--- src/rtl/euler_row_driver.sv ---
// Euler row driver: buffers one row of x + h*dx results, runs the F/R/D request
// handshake against the end-of-row tracker, then drains the row over valid/ready.
module euler_row_driver #(
  parameter int DATA_W  = 32,
  parameter int FRAC_W  = 16,
  parameter int ROW_LEN = 8
) (
  input  logic              clk,
  input  logic              rst_async,
  input  logic              rst_sync,
  input  logic              start,
  input  logic [DATA_W-1:0] h,
  input  logic              in_valid,
  input  logic [DATA_W-1:0] in_x,
  input  logic [DATA_W-1:0] in_dx,
  output logic              in_ready,
  output logic              out_valid,
  output logic [DATA_W-1:0] out_x,
  input  logic              out_ready,
  input  logic [1:0]        status,
  output logic              F,
  output logic              R,
  output logic              D,
  output logic              busy,
  output logic              sat,
  output logic [15:0]       row_count
);

  localparam int PTR_W = (ROW_LEN > 1) ? $clog2(ROW_LEN) : 1;
  localparam logic [PTR_W-1:0] LAST = PTR_W'(ROW_LEN - 1);

  localparam logic [2:0] S_IDLE  = 3'd0;
  localparam logic [2:0] S_FEED  = 3'd1;
  localparam logic [2:0] S_WAIT  = 3'd2;
  localparam logic [2:0] S_ISSR  = 3'd3;
  localparam logic [2:0] S_DRAIN = 3'd4;
  localparam logic [2:0] S_ISSD  = 3'd5;

  localparam logic signed [2*DATA_W:0] S_MAX = {{(DATA_W+2){1'b0}}, {(DATA_W-1){1'b1}}};
  localparam logic signed [2*DATA_W:0] S_MIN = {{(DATA_W+2){1'b1}}, {(DATA_W-1){1'b0}}};

  // Clamp the wide sum into DATA_W; the top bit of the return flags saturation.
  function automatic logic [DATA_W:0] sat_fn(input logic signed [2*DATA_W:0] s);
    if (s > S_MAX)
      return {1'b1, 1'b0, {(DATA_W-1){1'b1}}};
    else if (s < S_MIN)
      return {1'b1, 1'b1, {(DATA_W-1){1'b0}}};
    else
      return {1'b0, s[DATA_W-1:0]};
  endfunction

  logic [2:0]               state_q, state_d;
  logic [PTR_W-1:0]         wr_q, wr_d, rd_q, rd_d;
  logic                     f_q, f_d, r_q, r_d, d_q, d_d;
  logic                     sat_q, sat_d;
  logic [15:0]              rc_q, rc_d;
  logic signed [DATA_W-1:0] h_q, h_d;
  logic [DATA_W-1:0]        row_buf_q [ROW_LEN];

  logic signed [DATA_W-1:0]   x_s, dx_s;
  logic signed [2*DATA_W-1:0] prod, prod_sh;
  logic signed [2*DATA_W:0]   sum;
  logic [DATA_W:0]            res;
  logic                       feed_beat;

  assign x_s       = in_x;
  assign dx_s      = in_dx;
  assign prod      = h_q * dx_s;
  assign prod_sh   = prod >>> FRAC_W;
  assign sum       = (2*DATA_W+1)'(x_s) + (2*DATA_W+1)'(prod_sh);
  assign res       = sat_fn(sum);
  assign feed_beat = (state_q == S_FEED) && in_valid;

  always_comb begin
    state_d = state_q;
    wr_d    = wr_q;
    rd_d    = rd_q;
    f_d     = f_q;
    r_d     = r_q;
    d_d     = d_q;
    sat_d   = sat_q;
    rc_d    = rc_q;
    h_d     = h_q;
    case (state_q)
      S_IDLE: if (start) begin
        state_d = S_FEED;
        h_d     = h;
        sat_d   = 1'b0;
        wr_d    = '0;
      end
      S_FEED: if (in_valid) begin
        wr_d = wr_q + 1'b1;
        if (res[DATA_W]) sat_d = 1'b1;
        if (wr_q == LAST) begin
          f_d     = 1'b1;
          state_d = S_WAIT;
        end
      end
      S_WAIT: if (status == 2'b10) begin
        f_d     = 1'b0;
        r_d     = 1'b1;
        state_d = S_ISSR;
      end
      S_ISSR: if (status == 2'b11) begin
        r_d     = 1'b0;
        rd_d    = '0;
        state_d = S_DRAIN;
      end
      S_DRAIN: if (out_ready) begin
        rd_d = rd_q + 1'b1;
        if (rd_q == LAST) begin
          d_d     = 1'b1;
          state_d = S_ISSD;
        end
      end
      S_ISSD: if (status == 2'b00) begin
        d_d     = 1'b0;
        rc_d    = rc_q + 16'd1;
        state_d = S_IDLE;
      end
      default: state_d = S_IDLE;
    endcase
  end

  always_ff @(posedge clk or posedge rst_async) begin
    if (rst_async) begin
      state_q <= S_IDLE;
      wr_q    <= '0;
      rd_q    <= '0;
      f_q     <= 1'b0;
      r_q     <= 1'b0;
      d_q     <= 1'b0;
      sat_q   <= 1'b0;
      rc_q    <= '0;
      h_q     <= '0;
    end else if (rst_sync) begin
      state_q <= S_IDLE;
      wr_q    <= '0;
      rd_q    <= '0;
      f_q     <= 1'b0;
      r_q     <= 1'b0;
      d_q     <= 1'b0;
      sat_q   <= 1'b0;
      rc_q    <= '0;
      h_q     <= '0;
    end else begin
      state_q <= state_d;
      wr_q    <= wr_d;
      rd_q    <= rd_d;
      f_q     <= f_d;
      r_q     <= r_d;
      d_q     <= d_d;
      sat_q   <= sat_d;
      rc_q    <= rc_d;
      h_q     <= h_d;
    end
  end

  // Row storage carries data only, so it is never reset.
  always_ff @(posedge clk) begin
    if (feed_beat) row_buf_q[wr_q] <= res[DATA_W-1:0];
  end

  assign in_ready  = (state_q == S_FEED);
  assign out_valid = (state_q == S_DRAIN);
  assign out_x     = row_buf_q[rd_q];
  assign F         = f_q;
  assign R         = r_q;
  assign D         = d_q;
  assign busy      = (state_q != S_IDLE);
  assign sat       = sat_q;
  assign row_count = rc_q;

endmodule

--- config.mk ---
export PLATFORM = sky130hd
export DESIGN_NAME = euler_row_driver
export DESIGN_NICKNAME = d
export VERILOG_FILES = /design/src/rtl/euler_row_driver.sv
export SDC_FILE = /design/constraint.sdc
export NUM_CORES = 2
export LEC_CHECK = 0
export ABC_AREA = 1
export CAP_MARGIN = 0
export CORE_MARGIN = 2
export CORE_UTILIZATION = 30
export CTS_CLUSTER_SIZE = 14
export DETAILED_ROUTE_END_ITERATION = 8
export HOLD_SLACK_MARGIN = 0.1
export PLACE_DENSITY = 0.43
export SYNTH_ARGS = -nofsm -noshare
export SYNTH_HDL_FRONTEND = slang
export SYNTH_SLANG_ARGS = --single-unit
export TNS_END_PERCENT = 50
--- constraint.sdc ---
create_clock -name clk -period 22.8 [get_ports clk]
set_input_delay 4.56 -clock clk [delete_from_list [all_inputs] [get_ports clk]]
set_output_delay 4.56 -clock clk [all_outputs]
set_load 0.005 [all_outputs]
==> impl_results.md <==
* Run status: finished, final reports clean
* Worst reg2reg setup slack at approximately 11000 ps
* First-pass GRT wire length at 283000 um
* Worst-case hold slack at 492 ps
* Total count of max-transition violations in the final report at 0
* Initial Utilization at a little under a third
* Number of buffers created by CTS at 39
* Number of enable-type register cells in the synthesized netlist at 256
* Worst-skew pair later-pin latency at roughly 660 ps
* CTS clock-pin slew for the worst setup and hold paths at around 60 ps
* Number of sinks on the clock net at 317
* Most used cell, CP: inv_1
* Total number of vias at approximately 42k
* Final core utilization at 33.0%
* WL final at 183000 um
* Worst flop-to-flop path startpoint: h_q[31]
* Quantity of hold-fixing buffers added after cts at 0
* Top flip-flop cell by instance count after synthesis: edfxtp_1
* CTS tree: built
* Most used standard cells in the synthesized netlist: 1909 x inv_1, 1568 x nand2_1, 1082 x fa_1
* Initial antenna violation count at 4
* Global route overflow at 0
* CP endpoint kind: register
* Category of the worst setup path launch point: input port
* Setup repair after global routing missed its margin: false
* # H-tree levels at 2
* Die footprint at approximately 0.19 mm^2
* Layout-stage area growth over the synthesis result at 9.69%
* Vias in the first global route at 45.5k
* Setup total negative slack at 0 ps
* Sequential element share of the synthesized area at 16.7%
* Class of the tightest hold or removal check: register to register
* Share of post-route cells with drive strength above 1 at ~3.6%
* Max Fclk at around 62 MHz
* Hold wc startpoint: F
* Count of input and output buffers at roughly 160
* CORE AREA at approximately 0.18 mm^2
* Critical Path Slowest Stage Cell: fa_1
* Crit path from: in_dx[5]
* Length of the first detailed-routing pass in iterations at 7
* Maximum clock path buffer count at 3
* Tcrit/Tclk final at between 70% and 80%
* Pin slew with the least headroom to its limit at around 1100 ps
* Syn Std Cell Area at 0.0550 mm^2
* Drt wl/cell at about 20 um
* Number of cells on the worst reg-to-reg path at 42
* Share of flip-flops with an asynchronous set or reset at about 19%
* Area leader, netlist: fa_1
* Worst EP required at 23060 ps
* Number of gates resized after cts at 0
* Hold Violations, Final at 0
* Gate Count Post-Synth at 6749
* Synth area leaders: fa_1 39%, edfxtp_1 14%, inv_1 13%
* Count of nets after finishing at ~8.2k
* Via density per instance at ~4.6
* Synth top area share at roughly two fifths
* Post-synthesis area per instance at between 8 and 9 um^2
* Num rows at around 160
* Post-route antenna net violation count at 0
* Number of maximum-capacitance violations at 0
* Routability congestion estimate at about 0.93
* CP Class: input port to register
* Count leader, synth: inv_1
* Mapped Nets at between 8k and 9k
* Final HPWL DP at 143000 um
* Horizontal die dimension at roughly 430 um
* Residual DRC count at 0
* CP max FO at 32
* Hold path cells at 2
* Number of distinct library cells after synthesis at between 50 and 60
* Final setup violation count at 0
* Count of boundary I/O pins at about 160
* Number of design-rule violations left by the first detailed-router iteration at 2525
* Clock Tree Root: clkbuf_16
* Clock skew after layout at approximately 84 ps
* # Post-CTS Setup Buffers at 0
* Final critical delay including setup and external delays at 16070 ps
* Filler instances at roughly 19k
* Largest net degree at the start of global routing at a little under 90
* Total Routing Usage GR at between 20% and 30%
* Register bit total from synthesis at 317
* Yosys warnings at 0
* Slew Limit Headroom at between 20 and 30%
* WP data arrival at 16330 ps
* Height of the die at 432 um
* Delay of the slowest cell on the worst path at 1030 ps
* N_diodes at 0
[through the flow]
stage | setup WS (ps) | area (um^2) | instances
2_1_floorplan | 9140 | 55000 | 6749
3_3_place_gp | 6260 | 59200 | 9090
3_5_place_dp | 6220 | 59200 | 9090
4_1_cts | 6800 | 60400 | 9154
5_1_grt | 6010 | 60400 | 9154
6_report | 6730 | 60400 | 9154
[cells by family after synthesis]
family	after synthesis	share of synthesized area, %
fa+ha+maj	1323	44.8
simple gates	2247	16.2
flops	317	16.7
xor+xnor	92	1.48
compound gates	555	5.59
buf+inv	2215	15.2
[area by class of cell]
type | count | area [um^2] | share of cell area (%)
clock buffers | 42 | 987 | 1.64
clock inverters | 22 | 195 | 0.323
inverters | 1934 | 7260 | 12.0
multi-input cells | 4217 | 37500 | 62.2
flip-flops and latches | 317 | 9230 | 15.3
well taps | 2385 | 2980 | 4.94
repair buffers | 237 | 2170 | 3.60
[flip-flops by register name, summed over array words and instances (netlist names)]
name	cells
sat	1
rd_q	3
state_q	3
row_buf_q	256
F	1
R	1
D	1
h_q	32
row_count	16
wr_q	3
[worst paths after layout]
kind                                         end
worst max-delay path            row_buf_q[2][22]
worst min-delay path                           F
worst max register to register  row_buf_q[2][22]
worst min register to register                 F
max in group asynchronous                rd_q[0]
min in group asynchronous                 h_q[7]
[metal layers]
layer  vias to the layer above  part of all wire [%]  global-route usage, %
met5                         -                0.0071                      0
met2                       779                    49                   35.3
met4                         2                   2.9                   5.43
met3                       160                   3.1                   1.49
li1                      19500                     -                      -
met1                     21300                    45                   26.4
[worst max-delay path: cells and delay by family]
kind            cells  cell delay (ps)
compound gates      6             1740
xor+xnor            1              190
fa+ha+maj          10             5260
buf+inv            12             2370
simple gates       14             2180
[cells in the final DEF (no fill, tap or decap), types with 3 or more instances in the layout]
cell,netlist,routed
o21bai_1,12,12
clkbuf_1,260,3
nor4_1,6,6
dfrtp_1,61,51
fa_1,1082,1082
nor2_2,24,24
clkinv_1,0,8
nand3_1,109,109
inv_2,25,28
nor2_4,2,8
nand2_2,14,14
inv_1,1909,1904
xor2_1,47,47
clkinvlp_4,0,3
nor2_1,438,432
o21ai_0,246,246
edfxtp_1,256,256
clkinv_2,0,7
o21ai_1,7,7
and2_1,4,3
a21oi_1,154,154
o22ai_1,32,32
ha_1,241,241
a31oi_1,56,56
a21boi_0,4,4
nand4_1,39,39
o21a_1,8,8
o21ai_2,10,10
o211ai_1,5,5
nor3_1,28,26
xnor2_1,44,44
a21o_1,3,3
clkdlybuf4s50_1,0,158
o221ai_1,3,3
buf_4,0,79
nor3_2,8,10
clkbuf_16,0,39
dfrtp_2,0,9
nand2_1,1568,1568
Power is left out: the tool's default activity adds up to more than one toggle a clock period on the data nets, which glitch-free logic cannot reach.
